`config.mk`:
```
export PLATFORM = sky130hd
export DESIGN_NAME = piso_shift_transmitter
export DESIGN_NICKNAME = d
export VERILOG_FILES = /design/src/rtl/piso_shift_transmitter.sv
export SDC_FILE = /design/constraint.sdc
export NUM_CORES = 1
export LEC_CHECK = 0
export BUFFER_PORTS_ARGS = -buffer_cell sky130_fd_sc_hd__buf_2
export CORE_MARGIN = 2
export CORE_UTILIZATION = 30
export DETAILED_ROUTE_END_ITERATION = 10
export HOLD_SLACK_MARGIN = 0.12
export REMOVE_ABC_BUFFERS = 1
export SETUP_SLACK_MARGIN = 0.4
export SLEW_MARGIN = 20
export SYNTH_ARGS = -nofsm -noshare
export SYNTH_HDL_FRONTEND = slang
export SYNTH_SLANG_ARGS = --single-unit
```
`constraint.sdc`:
```
create_clock -name clock -period 2.1 [get_ports clock]
set_input_delay 0 -clock clock [delete_from_list [all_inputs] [get_ports clock]]
set_output_delay 0 -clock clock [all_outputs]
set_load 0.02 [all_outputs]
```
`src/rtl/piso_shift_transmitter.sv`:
```
// Parallel-in serial-out transmitter. Accepts a WIDTH-bit word on a valid/ready handshake
// and shifts it out one bit per enabled clock, with a frame strobe and a done pulse.
module piso_shift_transmitter #(
  parameter int WIDTH     = 4,
  parameter bit MSB_FIRST = 1'b1
) (
  input  logic             clock,
  input  logic             reset,
  input  logic [WIDTH-1:0] data_in,
  input  logic             load_valid,
  output logic             load_ready,
  input  logic             shift_en,
  output logic             serial_out,
  output logic             frame_out,
  output logic             busy,
  output logic             done
);

  localparam int CW = (WIDTH > 1) ? $clog2(WIDTH) : 1;
  localparam logic [CW-1:0] LAST_CNT = CW'(WIDTH - 1);

  typedef enum logic {
    IDLE  = 1'b0,
    SHIFT = 1'b1
  } state_t;

  state_t           state, state_nx;
  logic [WIDTH-1:0] shreg, shreg_nx, shifted;
  logic [CW-1:0]    bit_cnt, bit_cnt_nx;
  logic             serial_nx, frame_nx, done_nx;
  logic             last, accept;

  function automatic logic first_bit(input logic [WIDTH-1:0] w);
    return MSB_FIRST ? w[WIDTH-1] : w[0];
  endfunction

  // Handshake: a word transfers on a rising edge where load_valid and load_ready are both
  // high. load_ready never depends on load_valid; the source holds data_in until accepted.
  // A word can be taken in the same edge that consumes the previous word's last bit.
  always_comb begin
    last       = (bit_cnt == LAST_CNT);
    load_ready = !reset && ((state == IDLE) || ((state == SHIFT) && last && shift_en));
    accept     = load_valid && load_ready;
    shifted    = MSB_FIRST ? {shreg[WIDTH-2:0], 1'b0} : {1'b0, shreg[WIDTH-1:1]};
    busy       = (state == SHIFT);

    state_nx   = state;
    shreg_nx   = shreg;
    bit_cnt_nx = bit_cnt;
    serial_nx  = serial_out;
    frame_nx   = frame_out;
    done_nx    = 1'b0;

    case (state)
      IDLE: begin
        serial_nx = 1'b0;
        frame_nx  = 1'b0;
        if (accept) begin
          shreg_nx   = data_in;
          bit_cnt_nx = '0;
          serial_nx  = first_bit(data_in);
          frame_nx   = 1'b1;
          state_nx   = SHIFT;
        end
      end
      SHIFT: begin
        if (shift_en) begin
          if (!last) begin
            shreg_nx   = shifted;
            bit_cnt_nx = bit_cnt + CW'(1);
            serial_nx  = first_bit(shifted);
          end else begin
            done_nx = 1'b1;
            if (accept) begin
              shreg_nx   = data_in;
              bit_cnt_nx = '0;
              serial_nx  = first_bit(data_in);
              frame_nx   = 1'b1;
            end else begin
              shreg_nx   = '0;
              bit_cnt_nx = '0;
              serial_nx  = 1'b0;
              frame_nx   = 1'b0;
              state_nx   = IDLE;
            end
          end
        end
      end
      default: state_nx = IDLE;
    endcase
  end

  always_ff @(posedge clock) begin
    if (reset) begin
      state      <= IDLE;
      shreg      <= '0;
      bit_cnt    <= '0;
      serial_out <= 1'b0;
      frame_out  <= 1'b0;
      done       <= 1'b0;
    end else begin
      state      <= state_nx;
      shreg      <= shreg_nx;
      bit_cnt    <= bit_cnt_nx;
      serial_out <= serial_nx;
      frame_out  <= frame_nx;
      done       <= done_nx;
    end
  end

endmodule

```
==> impl_metrics.yaml, run 1 <==
drt:
  drt_wl_total_um: 1040
  num_vias: 457
  via_per_inst: 5.13
  routed-wl-met3_um: 71
  final_antenna_net_count: 0
  number_of_drc_violations_after_detailed_routing_iteration_0: 9
  met1_length_um: 466
  drtPass1Iterations: 4
  route.detailed.wl_per_inst_um: 11.6
  top_signal_layer_used: "met4"
  drc: 0
  met2_wirelength_um: 482
timing:
  finalCriticalPeriod_ps: 1540
  finalSetupViolations: 0
  hold-worst-slack_ps: 129
  timing_hold_violations_final: 0
  rsz0062_at_grt: "false"
  final_min_period_over_clock_period: 0.731
  slew_viol_final: 0
  fin_skew_ps: 0.796
  setup_total_negative_slack_ps: 0
  worst_slew_pin_slew_ps: 339
  fmaxAchievable_ghz: 0.651
  worst_slew_margin_rel: 0.773
pwr:
  power.density_cell_area_mw_per_mm2: 635
  cellLeakagePower_uw: 0.000266
  vdd.ir_drop.worst_v: 0.000443
  report.power.total_uw: 397
worst_setup_path:
  critical_path.reg2reg.endpoint: "busy$_SDFF_PP0_"
  crit-reg2reg-launch: "busy$_SDFF_PP0_"
  setup.worst_path.start: "busy$_SDFF_PP0_"
  worstPathRequired_ps: 2320
  start_kind: "flop"
  worstSetupEndpoint: "busy$_SDFF_PP0_"
  r2r_setup_slack_ps: 560
  criticalPathCategory: "reg -> reg"
  worst-path-max-fanout: 12
  timing.critical_path.arrival_ps: 1750
  critPathCaptureType: "flop"
  r2r_cells: 4
global_routing:
  globalRouteTotalUtil: 0.135
  grt_first_pass_wirelength_um: 1810
  first_global_vias: 446
  grt_max_degree: 13
  number_of_antenna_violations_at_the_first_check_in_global_routing: 0
  gr-total-overflow: 0
final_layout:
  final_util: 0.424
  layout.cells.most_common_list: "sky130_fd_sc_hd__buf_2 (12), sky130_fd_sc_hd__dfxtp_1 (9), sky130_fd_sc_hd__dlygate4sd3_1 (8)"
  num_antenna_cells: 0
  flow.area_growth_from_synthesis_pct: 36.3
  layout.filler_cells: 158
  layout-drive-gt1-share: 0.274
  layout.nets: 83
  mostFrequentLayoutCell: "sky130_fd_sc_hd__buf_2"
clocking:
  cts_tree: "done"
  cts.path.max_buffers: 2
  clk_pin_slew_ps: 60
  htreeDepth: 1
  worst_skew_pair.late_latency_ps: 270
  cts_inserted_buffers: 3
  clock_sink_count: 9
  cts_root_buffer: "sky130_fd_sc_hd__clkbuf_4"
floorplanning:
  design.portCount: 13
  die_h_um: 43.1
  die_width_um: 43.1
  std_cell_rows: 14
  floorplan.initialDensity: 0.311
  area_of_the_die_mm2: 0.00186
  core_region_area_mm2: 0.00147
placement:
  hpwl_um: 668
  number_of_port_buffers: 12
  globalplace.congestion: 0.768
logic_synthesis:
  ys_seq_elements: 9
  count_of_unique_library_cells_instantiated_by_yosys: 27
  synth.avg_cell_area_um2: 8.81
  synth_sequential_area_ratio: 0.393
  synth_area_um2: 458
  yosys_warnings: 0
  netlist_instances: 52
flow_run:
  maxCapViolCount: 0
worst_hold_path:
  min-delay-path-class: "in -> reg"
status:
  run_status: "completed"
==> cell usage after synthesis, drive strengths merged <==
master         instances  area [um^2]
and3b                  1         8.76
clkdlybuf4s15          1         10.0
inv                    3         11.3
nand2                  1         3.75
and4b                  1         11.3
nor3                   1         5.00
a31oi                  2         12.5
dfxtp                  9          180
a21boi                 2         15.0
nand3b                 1         7.51
a32oi                  1         8.76
a31o                   1         8.76
or2b                   1         7.51
o311a                  1         10.0
nor4bb                 1         10.0
nand3                  5         25.0
o21ai                  3         15.0
and3                   1         7.51
buf                    2         16.3
a21oi                  4         20.0
nor2                   6         22.5
mux2i                  1         10.0
ha                     1         12.5
or3b                   1         11.3
nor3b                  1         7.51
==> cells by family after synthesis <==
| logic type | Yosys count | synth area share |
|---|---|---|
| flip-flops | 9 | 0.393 |
| AO/OA/AOI/OAI | 14 | 0.197 |
| buffers and inverters | 6 | 0.0820 |
| adder cells (fa/ha/maj) | 1 | 0.0273 |
| multiplexers | 1 | 0.0219 |
| AND/OR/NAND/NOR | 21 | 0.279 |
==> metal layers <==
metal,global-route usage,vias to the layer above
li1,-,229
met3,0.0766,2
met5,0,-
met4,0.0545,0
met1,0.142,210
met2,0.221,16
==> critical path, cell delays in order, from the launching register on <==
cell and delay [ps]:
sky130_fd_sc_hd__dfxtp_1 520, sky130_fd_sc_hd__a21boi_2 290, sky130_fd_sc_hd__nor2_1 60, sky130_fd_sc_hd__nor2_1 70, sky130_fd_sc_hd__dlygate4sd3_1 540
==> registers in the layout, summed over array words and instances (netlist names) <==
signal,cells
bit_cnt,2
busy,1
done,1
frame_out,1
serial_out,1
shreg,3
==> power by group <==
group          total (uW)  switching (uW)  internal [uW]
Clock                 138            64.2           73.5
Sequential            189            8.44            181
Combinational        69.7            34.2           35.5
Total                 397             107            290
==> worst min path at each step <==
| stage | from | depth (start not counted) | endpoint |
|---|---|---|---|
| floorplan | reset | 1 | bit_cnt[1]$_SDFFE_PP0P_ |
| global placement | data_in[1] | 3 | shreg[1]$_SDFFE_PP0P_ |
| detailed placement | data_in[1] | 3 | shreg[1]$_SDFFE_PP0P_ |
| CTS | data_in[3] | 4 | serial_out$_SDFFE_PP0P_ |
| global route | data_in[3] | 4 | serial_out$_SDFFE_PP0P_ |
| finish | data_in[3] | 4 | serial_out$_SDFFE_PP0P_ |
==> cell type report <==
class	instances	area, um^2	area share
multi-input cells	37	246	0.395
flip-flops and latches	9	180	0.289
repair buffers	20	140	0.224
clock buffers	4	26.3	0.0421
well taps	16	20.0	0.0321
inverters	3	11.3	0.0180
==> what timing repair did <==
| item | in CTS | in global routing |
|---|---|---|
| buffers inserted | 0 | 0 |
| setup endpoints to repair | 0 | 1 |
| endpoints found under the hold margin | 9 | 0 |
| resized for setup | 0 | 2 |
| hold buffers | 8 | 0 |
==> metrics by stage <==
step | std cells | cell area (um^2) | setup slack [ps]
after floorplan | 49 | 432 | 851
after global placement | 77 | 512 | 784
after detailed placement | 77 | 512 | 807
after CTS | 89 | 618 | 421
after global routing | 89 | 624 | 468
final | 89 | 624 | 564
(Power assumes the default switching activity.)
==> inputs of run 2 (changes only) <==
Clock period 2.1 ns to 1.5 ns, I/O delays scaled along.
==> impl_metrics.yaml, run 2 (synthesized netlist as in run 1, its figures left out) <==
status:
  run_status: "completed"
global_routing:
  globalRouteTotalUtil: 0.157
  first_global_vias: 495
  grt_first_pass_wirelength_um: 2110
  gr-total-overflow: 0
  number_of_antenna_violations_at_the_first_check_in_global_routing: 0
  grt_max_degree: 9
timing:
  setup_total_negative_slack_ps: 0
  rsz0062_at_grt: "true"
  fin_skew_ps: 3.42
  finalWorstSetupSlack_ps: 336
  finalSetupViolations: 0
  worst_slew_margin_rel: 0.784
  fmaxAchievable_ghz: 0.859
  finalCriticalPeriod_ps: 1160
  worst_slew_pin_slew_ps: 323
  final_min_period_over_clock_period: 0.776
  slew_viol_final: 0
  timing_hold_violations_final: 0
placement:
  post-place-ws_ps: 178
  hpwl_um: 674
  number_of_port_buffers: 12
  dpl-instance-area_um2: 512
  globalplace.congestion: 0.772
worst_setup_path:
  critPathCaptureType: "output pin"
  series_of_cell_instances_along_the_critical_path: "ha_4 -> a21boi_4 -> nor2_1 -> buf_4"
  crit-reg2reg-launch: "bit_cnt[0]$_SDFFE_PP0P_"
  start_kind: "flop"
  setup.worst_path.start: "bit_cnt[0]$_SDFFE_PP0P_"
  critPathSlowestCell: "sky130_fd_sc_hd__dfxtp_2"
  critical-path-max-stage-delay_ps: 340
  worst-path-max-fanout: 8
  criticalPathCategory: "reg -> out"
  timing.critical_path.arrival_ps: 1160
  worstPathRequired_ps: 1500
clocking:
  cts.path.max_buffers: 2
  htreeDepth: 1
  cts_inserted_buffers: 3
  worst_skew_pair.late_latency_ps: 260
  clock_sink_count: 9
  clk_pin_slew_ps: 60
  cts_tree: "done"
  cts_root_buffer: "sky130_fd_sc_hd__clkbuf_4"
drt:
  num_vias: 506
  number_of_drc_violations_after_detailed_routing_iteration_0: 7
  drc: 0
  route.detailed.wl_per_inst_um: 13.5
  via_per_inst: 5.33
  drtPass1Iterations: 4
  drt_wl_total_um: 1280
  final_antenna_net_count: 0
final_layout:
  final_util: 0.489
  num_antenna_cells: 0
  final_design_area_no_fill_um2: 719
  multiInputGateArea_um2: 290
  layout.cells.most_common_list: "sky130_fd_sc_hd__buf_2 (11), sky130_fd_sc_hd__buf_4 (8), sky130_fd_sc_hd__dlygate4sd3_1 (7)"
  layout.nets: 89
  largest-register: "shreg"
  largest_register_ff_count: 3
  area.sequential_um2: 186
  layout_top_registers: "shreg: 3 flops, bit_cnt: 2 flops"
  layout-drive-gt1-share: 0.443
  mostFrequentLayoutCell: "sky130_fd_sc_hd__buf_2"
  layout.filler_cells: 150
  flow.area_growth_from_synthesis_pct: 57.1
floorplanning:
  std_cell_rows: 14
  design.portCount: 13
  floorplan.initialDensity: 0.311
  core_region_area_mm2: 0.00147
  area_of_the_die_mm2: 0.00186
  die_h_um: 43.1
  die_width_um: 43.1
worst_hold_path:
  min-delay-path-class: "in -> reg"
  hold_path_startpoint: "data_in[3]"
pwr:
  cellLeakagePower_uw: 0.000307
  report.power.total_uw: 587
  vdd.ir_drop.worst_v: 0.000559
  power.density_cell_area_mw_per_mm2: 815
flow_run:
  maxCapViolCount: 0
run 2: cell types whose count changed in the layout (fill, tap and decap cells not counted), sizes merged:
cell	previous run	this run
dlygate4sd3	8	7
buf	12	19
run 2: final cells by class:
cell class	count	share of cell area
sequential	9	0.259
tap	16	0.0278
timing repair buffer	26	0.257
clock buffer	4	0.0365
inverter	3	0.0157
multi-input combinational	37	0.403
run 2: layer usage:
layer,GRT usage,up-vias,share of wire
met1,0.177,245,0.44
met4,0.0667,0,0.0062
met3,0.0766,2,0.052
met2,0.252,17,0.50
li1,-,242,-
met5,0,-,0
run 2: what timing repair did:
item / in CTS / in global routing
hold endpoints to repair: 9 / 0
buffers inserted: 6 / 1
resized for setup: 9 / 10
pin swaps: 8 / 3
setup endpoints to repair: 8 / 8
hold buffers: 7 / 0
run 2: worst paths after layout:
| path | cells past startpoint | slack (ps) | to |
|---|---|---|---|
| setup / recovery | 4 | 340 | load_ready |
| hold / removal | 4 | 160 | serial_out$_SDFFE_PP0P_ |
| setup reg to reg | 5 | 340 | frame_out$_SDFFE_PP0P_ |
| hold reg to reg | 2 | 490 | bit_cnt[1]$_SDFFE_PP0P_ |
run 2: power by group:
part / internal (uW) / switching [uW] / total, uW
combinational: 69.2 / 63.3 / 133
sequential: 253 / 10.9 / 264
clock: 103 / 87.5 / 190
total: 425 / 162 / 587
run 2: per-stage QoR:
step | hold slack [ps] | instances
6_report | 162 | 95
5_1_grt | 183 | 95
4_1_cts | 125 | 94
3_5_place_dp | 277 | 77
3_3_place_gp | 282 | 77
2_1_floorplan | 69.1 | 49
run 2: critical path: cells and delay by family (launching register included):
family	cells	cell delay (ps)
AND/OR/NAND/NOR	1	60
flip-flops	1	340
adder cells (fa/ha/maj)	1	190
buffers and inverters	1	150
AO/OA/AOI/OAI	1	150
==> inputs of run 3 (changes only) <==
Clock period 1.5 ns to 1.07 ns, I/O delays scaled along.
==> impl_metrics.yaml, run 3 (synthesized netlist as in run 1, its figures left out) <==
worst_hold_path:
  min-delay-path-class: "in -> reg"
drt:
  drt_wl_total_um: 1200
  via_per_inst: 5.20
  drc: 0
  route.detailed.wl_per_inst_um: 13.0
  drtPass1Iterations: 3
  number_of_drc_violations_after_detailed_routing_iteration_0: 10
  num_vias: 478
  final_antenna_net_count: 0
floorplanning:
  floorplan.initialDensity: 0.311
  design.portCount: 13
  core_region_area_mm2: 0.00147
  std_cell_rows: 14
  die_h_um: 43.1
  die_width_um: 43.1
  area_of_the_die_mm2: 0.00186
clocking:
  cts.path.max_buffers: 2
  cts_inserted_buffers: 3
  worst_skew_pair.late_latency_ps: 260
  cts_root_buffer: "sky130_fd_sc_hd__clkbuf_4"
  cts_tree: "done"
  cts_hold_repair.buffers: 2
  htreeDepth: 1
  clk_pin_slew_ps: 60
  clock_sink_count: 9
pwr:
  cellLeakagePower_uw: 0.000307
  vdd.ir_drop.worst_v: 0.000560
  power.density_cell_area_mw_per_mm2: 1120
final_layout:
  final_design_area_no_fill_um2: 731
  num_antenna_cells: 0
  layout_top_registers: "shreg: 3 flops, bit_cnt: 2 flops"
  layout.cells.most_common_list: "sky130_fd_sc_hd__buf_2 (8), sky130_fd_sc_hd__buf_6 (8), sky130_fd_sc_hd__nor2_1 (5), sky130_fd_sc_hd__dfxtp_2 (5), sky130_fd_sc_hd__buf_4 (5)"
  largest_register_ff_count: 3
  layout.cells.non_filler: 92
  flow.area_growth_from_synthesis_pct: 59.6
  layout.nets: 86
  largest-register: "shreg"
  layout-drive-gt1-share: 0.553
timing:
  finalWorstSetupSlack_ps: -140
  finalCriticalPeriod_ps: 1210
  finalSetupViolations: 5
  worst_slew_margin_rel: 0.857
  hold-worst-slack_ps: 35.1
  fmaxAchievable_ghz: 0.826
  slew_viol_final: 0
  final_min_period_over_clock_period: 1.13
  timing_hold_violations_final: 0
  fin_skew_ps: 5.70
  rsz0062_at_grt: "true"
  worst_slew_pin_slew_ps: 211
placement:
  dpl-instance-area_um2: 557
  number_of_port_buffers: 12
  numPlacedInstances: 83
  globalplace.congestion: 0.748
  hpwl_um: 792
  post-place-ws_ps: -179
global_routing:
  globalRouteTotalUtil: 0.159
  number_of_antenna_violations_at_the_first_check_in_global_routing: 0
  gr-total-overflow: 0
  grt_max_degree: 11
  grt_first_pass_wirelength_um: 2080
  first_global_vias: 485
worst_setup_path:
  start_kind: "flop"
  timing.critical_path.arrival_ps: 1210
  critPathCaptureType: "output pin"
  criticalPathCategory: "reg -> out"
  worst-path-max-fanout: 4
  worstPathRequired_ps: 1070
status:
  run_status: "complete, but fails checks"
  violations: "negative setup slack"
flow_run:
  maxCapViolCount: 0
-- run 3: cell count changes in the layout (fill, tap and decap cells not counted), sizes merged --
| cell | change |
|---|---|
| dlygate4sd3 | -5 |
| buf | +2 |
-- run 3: layout make-up --
cell class              count  area [um^2]
repair buffers             23          188
fillers                   144          741
clock buffers               4         26.3
flip-flops and latches      9          190
multi-input cells          37          295
inverters                   3         11.3
well taps                  16         20.0
-- run 3: critical path, stage by stage, from the launching register on --
cell	delay, ps
sky130_fd_sc_hd__dfxtp_2	340
sky130_fd_sc_hd__ha_4	170
sky130_fd_sc_hd__a21boi_4	170
sky130_fd_sc_hd__buf_6	120
sky130_fd_sc_hd__nor2_2	30
sky130_fd_sc_hd__buf_6	120
-- run 3: through the flow --
stage | power, uW | util | setup TNS [ps]
final | 821 | 0.497 | -446
after global routing | 885 | 0.497 | -749
after CTS | 825 | 0.479 | -383
after detailed placement | 508 | 0.378 | -786
after global placement | 507 | 0.378 | -607
after floorplan | 442 | - | -706
-- run 3: repair_timing --
action	4_1_cts	5_1_grt
gates cloned	1	0
setup buffers	2	0
endpoints found under the hold margin	6	2
pin swaps	8	4
gates resized for setup	29	6
endpoints found under the setup margin	14	14
-- run 3: power breakdown --
| group | switching, uW | internal, uW |
|---|---|---|
| clock | 119 | 144 |
| combinational | 86.5 | 99.9 |
| sequential | 15.8 | 356 |
-- run 3: worst paths after layout --
| path | start | to | slack (ps) | cells past startpoint |
|---|---|---|---|---|
| min reg2reg | shreg[2]$_SDFFE_PP0P_ | shreg[2]$_SDFFE_PP0P_ | 500 | 2 |
| max reg2reg | bit_cnt[1]$_SDFFE_PP0P_ | shreg[1]$_SDFFE_PP0P_ | -90 | 5 |
| max | bit_cnt[1]$_SDFFE_PP0P_ | load_ready | -140 | 5 |
| min | data_in[2] | shreg[2]$_SDFFE_PP0P_ | 40 | 3 |
-- run 3: layer usage --
layer / global-route usage / share of wire / vias to the layer above / routed length [um]
met3: 0.0809 / 0.069 / 2 / 82
met5: 0 / 0 / - / 0
met4: 0.0727 / 0.0084 / 0 / 10
met1: 0.165 / 0.45 / 225 / 537
li1: - / - / 237 / -
met2: 0.264 / 0.47 / 14 / 565
